[config.mk]
export PLATFORM = sky130hd
export DESIGN_NAME = input_ctrl
export DESIGN_NICKNAME = d
export VERILOG_FILES = /design/src/rtl/input_ctrl.sv
export SDC_FILE = /design/constraint.sdc
export NUM_CORES = 1
export LEC_CHECK = 0
export ABC_AREA = 1
export ABC_CLOCK_PERIOD_IN_PS = 1160
export CORE_ASPECT_RATIO = 0.7
export CORE_MARGIN = 2
export CORE_UTILIZATION = 27
export CTS_BUF_LIST = sky130_fd_sc_hd__clkbuf_16
export CTS_CLUSTER_SIZE = 20
export DETAILED_ROUTE_END_ITERATION = 12
export DONT_BUFFER_PORTS = 1
export MAX_ROUTING_LAYER = met4
export PLACE_DENSITY = 0.48
export RECOVER_POWER = 25
export SLEW_MARGIN = 0
export SYNTH_ARGS = -nofsm -noshare
export SYNTH_HDL_FRONTEND = slang
export SYNTH_SLANG_ARGS = --single-unit
[constraint.sdc]
create_clock -name CLK -period 1.16 [get_ports CLK]
set_clock_uncertainty 0.05 [all_clocks]
set_input_delay 0 -clock CLK [delete_from_list [all_inputs] [get_ports CLK]]
set_output_delay 0 -clock CLK [all_outputs]
set_load 0.01 [all_outputs]
[src/rtl/input_ctrl.sv]
// Execute-key front end: synchronizes and debounces KEYb, latches SW as the instruction
// and handshakes with the controller. Define INPUT_TIMEOUT_EN to abort a missing DONE.
module input_ctrl #(
    parameter int DEB_CYCLES = 16,
    parameter int TIMEOUT    = 1024
) (
    input  logic       CLK,
    input  logic       RST,
    input  logic [9:0] SW,
    input  logic       KEYb,
    input  logic       DONE,
    output logic [9:0] INSTR,
    output logic       EXEC,
    output logic       BUSY,
    output logic       ERR
);

    localparam int DEB_W = $clog2(DEB_CYCLES);
    localparam logic [DEB_W-1:0] DEB_LAST = DEB_W'(DEB_CYCLES - 1);

    localparam logic [1:0] ST_IDLE    = 2'd0;
    localparam logic [1:0] ST_ARM     = 2'd1;
    localparam logic [1:0] ST_WAIT    = 2'd2;
    localparam logic [1:0] ST_RELEASE = 2'd3;

    logic [1:0]       sync_reg;
    logic [1:0]       vld_reg;
    logic             armed_reg;
    logic             deb_reg;
    logic             deb_prev_reg;
    logic [DEB_W-1:0] deb_cnt_reg;
    logic             key_sync;
    logic             press;

    logic [1:0]       state_reg;
    logic [9:0]       instr_reg;
    logic             exec_reg;
    logic             busy_reg;

    assign key_sync = sync_reg[1];

    // armed_reg keeps a key held through reset from firing: a released sample must be
    // seen once the synchronizer holds real data again (vld_reg[1]).
    assign press = deb_prev_reg & ~deb_reg & armed_reg;

    always_ff @(posedge CLK) begin
        if (RST) begin
            sync_reg     <= 2'b11;
            vld_reg      <= 2'b00;
            armed_reg    <= 1'b0;
            deb_reg      <= 1'b1;
            deb_prev_reg <= 1'b1;
            deb_cnt_reg  <= '0;
        end else begin
            sync_reg     <= {sync_reg[0], KEYb};
            vld_reg      <= {vld_reg[0], 1'b1};
            deb_prev_reg <= deb_reg;
            if (vld_reg[1] && key_sync) begin
                armed_reg <= 1'b1;
            end
            if (key_sync != deb_reg) begin
                if (deb_cnt_reg == DEB_LAST) begin
                    deb_reg     <= key_sync;
                    deb_cnt_reg <= '0;
                end else begin
                    deb_cnt_reg <= deb_cnt_reg + 1'b1;
                end
            end else begin
                deb_cnt_reg <= '0;
            end
        end
    end

`ifdef INPUT_TIMEOUT_EN
    localparam int TMO_W = $clog2(TIMEOUT + 1);
    localparam logic [TMO_W-1:0] TMO_LAST = TMO_W'(TIMEOUT - 1);

    logic [TMO_W-1:0] tmo_cnt_reg;
    logic             err_reg;

    assign ERR = err_reg;
`else
    logic unused_timeout_cfg;

    assign unused_timeout_cfg = (TIMEOUT > 0);
    assign ERR                = 1'b0;
`endif

    always_ff @(posedge CLK) begin
        if (RST) begin
            state_reg   <= ST_IDLE;
            instr_reg   <= '0;
            exec_reg    <= 1'b0;
            busy_reg    <= 1'b0;
`ifdef INPUT_TIMEOUT_EN
            tmo_cnt_reg <= '0;
            err_reg     <= 1'b0;
`endif
        end else begin
            exec_reg <= 1'b0;
`ifdef INPUT_TIMEOUT_EN
            err_reg  <= 1'b0;
`endif
            case (state_reg)
                ST_IDLE: begin
                    if (press) begin
                        state_reg <= ST_ARM;
                        instr_reg <= SW;
                        busy_reg  <= 1'b1;
                        exec_reg  <= 1'b1;
                    end
                end
                ST_ARM: begin
`ifdef INPUT_TIMEOUT_EN
                    tmo_cnt_reg <= '0;
`endif
                    state_reg <= DONE ? ST_RELEASE : ST_WAIT;
                end
                ST_WAIT: begin
                    if (DONE) begin
                        state_reg <= ST_RELEASE;
`ifdef INPUT_TIMEOUT_EN
                    end else if (tmo_cnt_reg == TMO_LAST) begin
                        state_reg <= ST_RELEASE;
                        err_reg   <= 1'b1;
                    end else begin
                        tmo_cnt_reg <= tmo_cnt_reg + 1'b1;
`endif
                    end
                end
                ST_RELEASE: begin
                    if (deb_reg) begin
                        state_reg <= ST_IDLE;
                        busy_reg  <= 1'b0;
                    end
                end
                default: begin
                    state_reg <= ST_IDLE;
                end
            endcase
        end
    end

    assign INSTR = instr_reg;
    assign EXEC  = exec_reg;
    assign BUSY  = busy_reg;

endmodule

==> impl_metrics.py, run 1 <==
metrics = {
    "status": {
        "status": "complete, but fails checks",
        "violations": "negative hold slack, negative setup slack",
    },
    "logic_synthesis": {
        "synth.most_common_cell": "nand2_1",
        "syn_inst": 120,
        "synth_top_area_frac": 0.5109,
        "syn_nets": 140,
        "yosys.area.top_type": "dfxtp_1",
        "synth.distinct_cells": 17,
        "synth-edff-count": 0,
        "synth_top_flop_cell": "dfxtp_1",
        "yosysSeqAreaShare": 0.5109,
        "synth_area_leaders": "dfxtp_1, nand2_1, ha_1",
        "syn_area_um2": 979.7,
        "synth_common_cells": "nand2_1, dfxtp_1, nor2_1, a21oi_1, inv_1",
        "yosys_warnings": 0,
        "synth-seq-cells": 25,
        "avgSynthCellArea_um2": 8.164,
        "ys_async_sr_fraction": 0,
    },
    "routing": {
        "num_vias": 774,
        "drtAntennaViolNets": 0,
        "dr.pass1.iters": 4,
        "routedWlPerCell_um": 10.72,
        "drc_errors": 0,
        "drt_iter0_drc": 52,
        "drt_wl_total_mm": 1.961,
        "vias_per_cell": 4.230,
    },
    "clocking": {
        "h-tree-depth": 1,
        "clock_path_buffers": 2,
        "clock_latency_ps": 250,
        "cts-root-buf": "clkbuf_16",
        "cts_sinks": 25,
        "clk_pin_slew_ps": 60,
        "cts_tree": "built",
        "cts_buffers": 3,
    },
    "final_layout": {
        "utilization": 0.3573,
        "fin_nets": 154,
        "final_layout_size_suffix_gt1_frac": 0.2256,
        "syn2layout_area_growth_pct": 27.33,
        "largest_register_ffs": 10,
        "diodes": 0,
    },
    "critical_path": {
        "crit_path_max_incr_delay_ps": 340,
        "cp_slowest_cell": "dfxtp_2",
        "start_kind": "register",
        "cp-end-kind": "register",
        "crit_buf_inv": 2,
        "critPathMaxFanout": 10,
        "worstPathArrival_ps": 1260,
        "crit_type": "register to register",
        "crit_chain": "inv_4 -> ha_4 -> nand4_4 -> buf_6 -> nand2_1 -> a21oi_2",
        "crit_family": "flip-flops",
        "cp.required_ps": 1260,
    },
    "global_route": {
        "grt_overflow": 0,
        "grt_antenna_before_repair": 0,
        "grt_max_degree": 17,
        "grt_pass1_vias": 644,
        "grt_pass1_wl_mm": 3.015,
        "grtUsageTotal": 0.09429,
    },
    "sta": {
        "period_needed_ps": 1161,
        "fmax_ghz": 0.8610,
        "slew_violations": 0,
        "fin_crit_sh": 1.001,
        "fin_ws_ps": -1.457,
        "rsz0062_at_grt": "yes",
        "setup_viol": 1,
        "fin_worst_hold_slack_ps": -248.9,
        "final_hold_viol_count": 20,
    },
    "pwr": {
        "power.leakage_nw": 0.5218,
        "powerDensity_mw_per_mm2": 1641,
        "ir_worst_vdd_mv": 0.7969,
        "p_total_mw": 2.048,
    },
    "floorplan": {
        "die_height_um": 54.40,
        "initial_utilization": 0.2806,
        "io_pins": 27,
        "rows": 18,
        "die_w_um": 76.00,
        "core_area_mm2": 0.003491,
        "fp.dieArea_mm2": 0.004134,
    },
    "placement": {
        "pre_cts_slack_ps": -111.4,
        "io_buffers": 0,
        "hpwlAfterDp_mm": 1.364,
        "gp_congestion": 0.7095,
    },
    "job": {
        "drv_cap": 0,
    },
    "worst_hold_path": {
        "hold_class": "input port to register",
    },
}
==> repair_timing <==
item	4_1_cts	5_1_grt
pin swaps	1	0
hold endpoints to repair	21	19
hold buffers	2	1
setup endpoints to repair	14	18
gates cloned	1	0
buffers inserted	3	0
resized for setup	6	6
==> logic make-up (layout without fill, tap and decap cells) <==
| group | count (synthesis) | in the layout | share of synthesized area |
|---|---|---|---|
| and+or+nand+nor | 59 | 59 | 0.2516 |
| AOI/OAI and AO/OA | 12 | 12 | 0.06513 |
| adders and majority gates | 6 | 6 | 0.07663 |
| other | 1 | 1 | 0.003828 |
| DFF | 25 | 25 | 0.5109 |
| buffers and inverters | 15 | 28 | 0.07406 |
| xor gates and xnor gates | 2 | 2 | 0.01788 |
==> power by group <==
group	internal [mW]	total [mW]	switching, mW
Combinational	0.183	0.360	0.177
Sequential	0.898	0.937	0.0391
Clock	0.464	0.750	0.286
Total	1.55	2.05	0.502
==> cell type report <==
type | count | area (µm²)
Timing Repair Buffer | 12 | 101.3
Clock inverter | 1 | 5.005
Inverter | 11 | 51.30
Tap cell | 50 | 62.56
Timing Repair inverter | 1 | 3.754
Fill cell | 363 | 2243
Sequential cell | 25 | 503.0
Clock buffer | 3 | 75.07
Multi-Input combinational cell | 80 | 445.4
==> stage by stage <==
step | area, µm² | cells | setup TNS [ps]
2_1_floorplan | 1006 | 120 | 0
3_3_place_gp | 1079 | 172 | -29.33
3_5_place_dp | 1079 | 172 | -657.1
4_1_cts | 1222 | 182 | -165.3
5_1_grt | 1247 | 183 | -980.7
6_report | 1247 | 183 | -1.457
==> worst register-to-register path, stage by stage (launching register included) <==
cell and delay [ps]:
dfxtp_2 340, inv_4 80, ha_4 150, nand4_4 130, buf_6 190, nand2_1 70, a21oi_2 50
==> cell usage in the layout, fill, tap and decap left out <==
cell,n
inv_1,6
ha_1,5
xor2_1,2
dfxtp_1,23
inv_2,3
nand4_4,1
clkinv_2,1
buf_6,1
inv_4,2
dfxtp_2,2
clkinv_4,1
a21oi_1,11
nand3_1,6
or2_2,2
nor2_1,12
clkbuf_16,3
buf_4,8
nand2_2,1
dlygate4sd3_1,3
a21oi_2,1
nand2_1,34
ha_4,1
nand3_2,2
nor3_2,1
conb_1,1
==> path summary, 6_finish.rpt <==
path | from | endpoint | slack [ps] | depth (start not counted)
worst max-delay path | state_reg[0] | INSTR[8] | -1 | 6
worst min-delay path | RST | INSTR[8] | -250 | 1
worst max register to register | state_reg[0] | INSTR[8] | -1 | 6
worst min register to register | sync_reg[0] | sync_reg[1] | 380 | 1
==> per-layer routing <==
metal  routed length, µm  track usage  up-vias
met5                   0            -        -
met2                 872       0.1369       13
li1                    -            -      403
met4                  14      0.01818        0
met3                  93      0.03465        2
met1                 980       0.1269      356
No activity file was read; power rests on OpenSTA's default activity.
==> run 2, diff against run 1 <==
--- a/config.mk
+++ b/config.mk
@@ -14,6 +14,7 @@
 export CTS_CLUSTER_SIZE = 20
 export DETAILED_ROUTE_END_ITERATION = 12
 export DONT_BUFFER_PORTS = 1
+export HOLD_SLACK_MARGIN = 0.1
 export MAX_ROUTING_LAYER = met4
 export PLACE_DENSITY = 0.48
 export RECOVER_POWER = 25
==> run 2 against run 1 <==
Against the previous run: cell area down 0.80%; worst setup slack worse by 2.7 ps; highest routed layer unchanged; total power shrank 0.21%; sequential share of layout area is 0.33 points higher; routed wire length decreased by 0.97%; die area unchanged; worst hold slack improved by 0.92 ps; the flow still finishes with violations (negative hold slack, negative setup slack); register-to-register slack about the same; critical path type unchanged; largest cell class unchanged; global-route usage unchanged; combinational power hardly changed; via count fell by 0.90%.
==> impl_metrics.py, run 2 (synthesis results as in run 1) <==
metrics = {
    "critical_path": {
        "cp_common_cell": "nand2_1",
        "path_depth": 8,
        "crit_path_max_incr_delay_ps": 340,
        "cp.required_ps": 1300,
        "r2r_cells": 8,
        "critPathMaxFanout": 6,
        "crit_type": "register to register",
        "cp_slowest_cell": "dfxtp_2",
        "rrSetupSlack_ps": -4,
        "r2r_start": "state_reg[0]",
        "worstPathArrival_ps": 1300,
        "crit_end": "BUSY",
        "cp-end-kind": "register",
        "crit_chain": "inv_4 -> ha_4 -> nand4_4 -> clkinv_4 -> nand2_1 -> nand2_1 -> nand2_1 -> nor2_1",
        "crit_family": "simple AND/OR/NAND/NOR gates",
        "critPathLaunch": "state_reg[0]",
        "r2r-end": "BUSY",
        "start_kind": "register",
        "crit_buf_inv": 2,
    },
    "floorplan": {
        "fp.dieArea_mm2": 0.004134,
        "rows": 18,
        "io_pins": 27,
        "initial_utilization": 0.2806,
        "die_w_um": 76.00,
        "die_height_um": 54.40,
        "core_area_mm2": 0.003491,
    },
    "clocking": {
        "cts_tree": "built",
        "clk_pin_slew_ps": 60,
        "cts_hold_repair.buffers": 2,
        "clock_path_buffers": 2,
        "cts_buffers": 3,
        "clock_latency_ps": 260,
        "h-tree-depth": 1,
        "cts_sinks": 25,
        "cts-root-buf": "clkbuf_16",
    },
    "placement": {
        "pre_cts_slack_ps": -111.4,
        "io_buffers": 0,
        "gp_congestion": 0.7095,
        "hpwlAfterDp_mm": 1.364,
    },
    "routing": {
        "routedWlPerCell_um": 10.67,
        "drc_errors": 0,
        "dr.pass1.iters": 4,
        "vias_per_cell": 4.214,
        "drtAntennaViolNets": 0,
        "drt_iter0_drc": 49,
        "drt_wl_total_mm": 1.942,
        "num_vias": 767,
    },
    "job": {
        "drv_cap": 0,
    },
    "final_layout": {
        "final_cell_mix": "nand2_1, dfxtp_1, nor2_1",
        "syn2layout_area_growth_pct": 26.31,
        "fin_nets": 153,
        "final_layout_size_suffix_gt1_frac": 0.2197,
        "diodes": 0,
        "layout_commonest_cell": "nand2_1",
        "largest_register_ffs": 10,
    },
    "sta": {
        "period_needed_ps": 1164,
        "rsz0062_at_grt": "yes",
        "finalSetupTns_ps": -4.144,
        "fin_ws_ps": -4.144,
        "fin_worst_hold_slack_ps": -248.0,
        "fmax_ghz": 0.8590,
        "fin_crit_sh": 1.004,
        "slew_violations": 0,
        "final_hold_viol_count": 20,
        "setup_viol": 1,
    },
    "pwr": {
        "ir_worst_vdd_mv": 0.7973,
        "power.leakage_nw": 0.5201,
        "powerDensity_mw_per_mm2": 1651,
        "p_total_mw": 2.043,
    },
    "global_route": {
        "grt_antenna_before_repair": 0,
        "grt_pass1_vias": 644,
        "grt_overflow": 0,
        "grtUsageTotal": 0.09429,
        "grt_max_degree": 17,
        "grt_pass1_wl_mm": 3.015,
    },
    "status": {
        "status": "complete, but fails checks",
        "violations": "negative hold slack, negative setup slack",
    },
    "worst_hold_path": {
        "hold_class": "input port to register",
    },
}
## run 2: final cells by class
class | count | area [µm²]
repair inverters | 1 | 3.754
inverters | 11 | 51.30
flip-flops and latches | 25 | 503.0
clock buffers | 3 | 75.07
well taps | 50 | 62.56
fillers | 364 | 2253
clock inverters | 1 | 5.005
multi-input cells | 80 | 445.4
repair buffers | 11 | 91.34
## run 2: how the worst min path moves through the flow
| stage | startpoint | to | slack, ps | depth (start not counted) |
|---|---|---|---|---|
| after floorplan | RST | INSTR[6] | 20 | 1 |
| after global placement | RST | INSTR[8] | 10 | 1 |
| after detailed placement | RST | INSTR[8] | 20 | 1 |
| after CTS | RST | INSTR[8] | -250 | 1 |
| after global routing | RST | INSTR[8] | -260 | 1 |
| final | RST | INSTR[8] | -250 | 1 |
## run 2: timing repair
item                                    4_1_cts  5_1_grt
buffers inserted                              3        0
resized for setup                             6        6
hold endpoints to repair                     25       24
cloned                                        1        0
endpoints found under the setup margin       14       18
pin swaps                                     1        0
## run 2: report_power, final
part	internal (mW)	total, mW	switching, mW
logic	0.181	0.358	0.177
registers	0.898	0.937	0.0385
clock network	0.464	0.749	0.285
## run 2: per-layer routing
layer | wire (µm) | track usage | vias to the layer above
met5 | 0 | - | -
met4 | 14 | 0.01818 | 0
met3 | 95 | 0.03465 | 2
met2 | 854 | 0.1369 | 15
met1 | 977 | 0.1269 | 351
li1 | - | - | 399
## run 2: per-stage QoR
step           area (µm²)  instances  utilization
6_report             1237        182       0.3545
3_5_place_dp         1079        172       0.3090
3_3_place_gp         1079        172       0.3090
4_1_cts              1222        182       0.3502
5_1_grt              1237        182       0.3545
2_1_floorplan        1006        120            -
## run 2: worst reg2reg max path, delay by kind of cell, from the launching register on
family / cells / cell delay [ps]
fa+ha+maj: 1 / 150
simple gates: 5 / 370
flops: 1 / 340
buf+inv: 2 / 190
==> run 3, diff against run 2 <==
==> constraint.sdc (replaced) <==
create_clock -name CLK -period 1.16 [get_ports CLK]
set_clock_uncertainty 0.05 [all_clocks]
set_input_delay 0 -clock CLK [delete_from_list [all_inputs] [get_ports CLK]]
set_output_delay 0 -clock CLK [all_outputs]
set_load 0.005 [all_outputs]
==> run 3 against run 2 <==
Against the previous run: the flow finishes with violations (negative setup slack); combinational power increased by 8.4%; via count increased by 3.1%; core utilization increased by 4.7 points; critical path depth decreased by 2; sequential share of layout area decreased by 4.5 points; cell area increased by 13%; non-clock buffer count increased by 11; first-iteration DRC count decreased by 51%; fmax decreased by 3.4%; register-to-register slack got worse by 40 ps; routed wire length increased by 9.2%; critical path type unchanged; critical endpoint is now INSTR[0]; largest cell class unchanged.
==> impl_metrics.py, run 3 (synthesis results as in run 1) <==
metrics = {
    "clocking": {
        "cts_tree": "built",
        "cts-root-buf": "clkbuf_16",
        "clock_latency_ps": 250,
        "clock_path_buffers": 2,
        "clk_pin_slew_ps": 60,
        "h-tree-depth": 1,
        "cts_sinks": 25,
        "cts_buffers": 3,
    },
    "pwr": {
        "p_total_mw": 2.083,
        "powerDensity_mw_per_mm2": 1487,
        "power.leakage_nw": 0.5971,
        "ir_worst_vdd_mv": 0.7908,
    },
    "sta": {
        "fin_crit_sh": 1.039,
        "tightestPinTransition_ps": 549.3,
        "slew_headroom": 0.6326,
        "setup_viol": 10,
        "slew_violations": 0,
        "rsz0062_at_grt": "yes",
        "fin_worst_hold_slack_ps": 307.2,
        "fin_ws_ps": -45.08,
        "final_hold_viol_count": 0,
        "period_needed_ps": 1205,
        "fmax_ghz": 0.8298,
    },
    "final_layout": {
        "fin_nets": 164,
        "final_cell_mix": "nand2_1, dfxtp_1, dlygate4sd3_1",
        "layout_commonest_cell": "nand2_1",
        "syn2layout_area_growth_pct": 42.91,
        "diodes": 0,
        "utilization": 0.4011,
        "final_layout_size_suffix_gt1_frac": 0.2308,
        "largest_register_ffs": 10,
    },
    "global_route": {
        "grtUsageTotal": 0.09969,
        "met3_usage": 0.03630,
        "grt_antenna_before_repair": 0,
        "grt_overflow": 0,
        "met2_usage": 0.1458,
        "use_met1": 0.1340,
        "grt_pass1_vias": 661,
        "grt_pass1_wl_mm": 3.139,
        "grt.busiest_layer": "met2",
        "grt_max_degree": 17,
    },
    "floorplan": {
        "io_pins": 27,
        "die_w_um": 76.00,
        "fp.dieArea_mm2": 0.004134,
        "initial_utilization": 0.2806,
        "die_height_um": 54.40,
        "rows": 18,
        "core_area_mm2": 0.003491,
    },
    "routing": {
        "vias_per_cell": 4.098,
        "drtAntennaViolNets": 0,
        "num_vias": 791,
        "routedWlPerCell_um": 10.99,
        "drt_iter0_drc": 24,
        "drt_wl_total_mm": 2.121,
        "dr.pass1.iters": 4,
        "drc_errors": 0,
    },
    "critical_path": {
        "crit_buf_inv": 2,
        "cp.required_ps": 1280,
        "cp-end-kind": "register",
        "crit_family": "flip-flops",
        "crit_chain": "inv_4 -> ha_4 -> nand4_4 -> buf_6 -> nand2_1 -> a21oi_1",
        "critPathMaxFanout": 11,
        "worstPathArrival_ps": 1320,
        "crit_type": "register to register",
        "cp_slowest_cell": "dfxtp_2",
        "crit_path_max_incr_delay_ps": 360,
        "start_kind": "register",
    },
    "placement": {
        "io_buffers": 0,
        "gp_congestion": 0.7042,
        "hpwlAfterDp_mm": 1.383,
    },
    "status": {
        "violations": "negative setup slack",
        "status": "complete, but fails checks",
    },
    "worst_hold_path": {
        "hold_class": "input port to register",
    },
    "job": {
        "drv_cap": 0,
    },
}
==> run 3: worst reg2reg max path, cell delays in order, from the launching register on <==
cell and delay, ps:
dfxtp_2 360, inv_4 60, ha_4 170, nand4_4 90, buf_6 160, nand2_1 60, a21oi_1 180
==> run 3: final timing paths <==
path,from,end,slack (ps),cells past startpoint
setup / recovery,state_reg[1],INSTR[0],-50,6
hold / removal,RST,vld_reg[1],310,2
setup reg to reg,state_reg[1],INSTR[0],-50,6
hold reg to reg,sync_reg[0],sync_reg[1],390,1
==> run 3: area by class of cell <==
class / instances / area (µm²)
fillers: 354 / 2091
flip-flops and latches: 25 / 505.5
multi-input cells: 80 / 475.5
repair buffers: 22 / 219.0
clock buffers: 3 / 75.07
well taps: 50 / 62.56
inverters: 11 / 53.80
clock inverters: 1 / 5.005
repair inverters: 1 / 3.754
==> run 3: what timing repair did <==
item / CTS / global route
gates cloned: 1 / 0
pin swaps: 2 / 7
hold buffers: 4 / 11
buffers inserted: 0 / 2
setup endpoints to repair: 14 / 18
resized for setup: 8 / 14
hold endpoints to repair: 25 / 14
==> run 3: where the power goes <==
group,total (mW),internal (mW),leakage [nW],switching (mW)
combinational,0.388,0.192,0.352,0.196
clock,0.749,0.464,0.0409,0.285
sequential,0.945,0.903,0.204,0.0429
total,2.08,1.56,0.597,0.524
==> run 3: per-stage QoR <==
stage	setup slack [ps]	TNS, ps	std cells	area (µm²)
after CTS	0.3908	0	180	1220
after global routing	-110.5	-1156	193	1400
final	-45.08	-156.6	193	1400
after detailed placement	-71.83	-373.7	171	1071
after global placement	-21.37	-159.8	171	1071
after floorplan	34.98	0	120	1006
==> run 3: layer usage <==
| layer | vias up | wire length (µm) |
|---|---|---|
| li1 | 423 | - |
| met1 | 357 | 1114 |
| met2 | 11 | 920 |
| met3 | 0 | 87 |
| met4 | 0 | 0 |
| met5 | - | 0 |
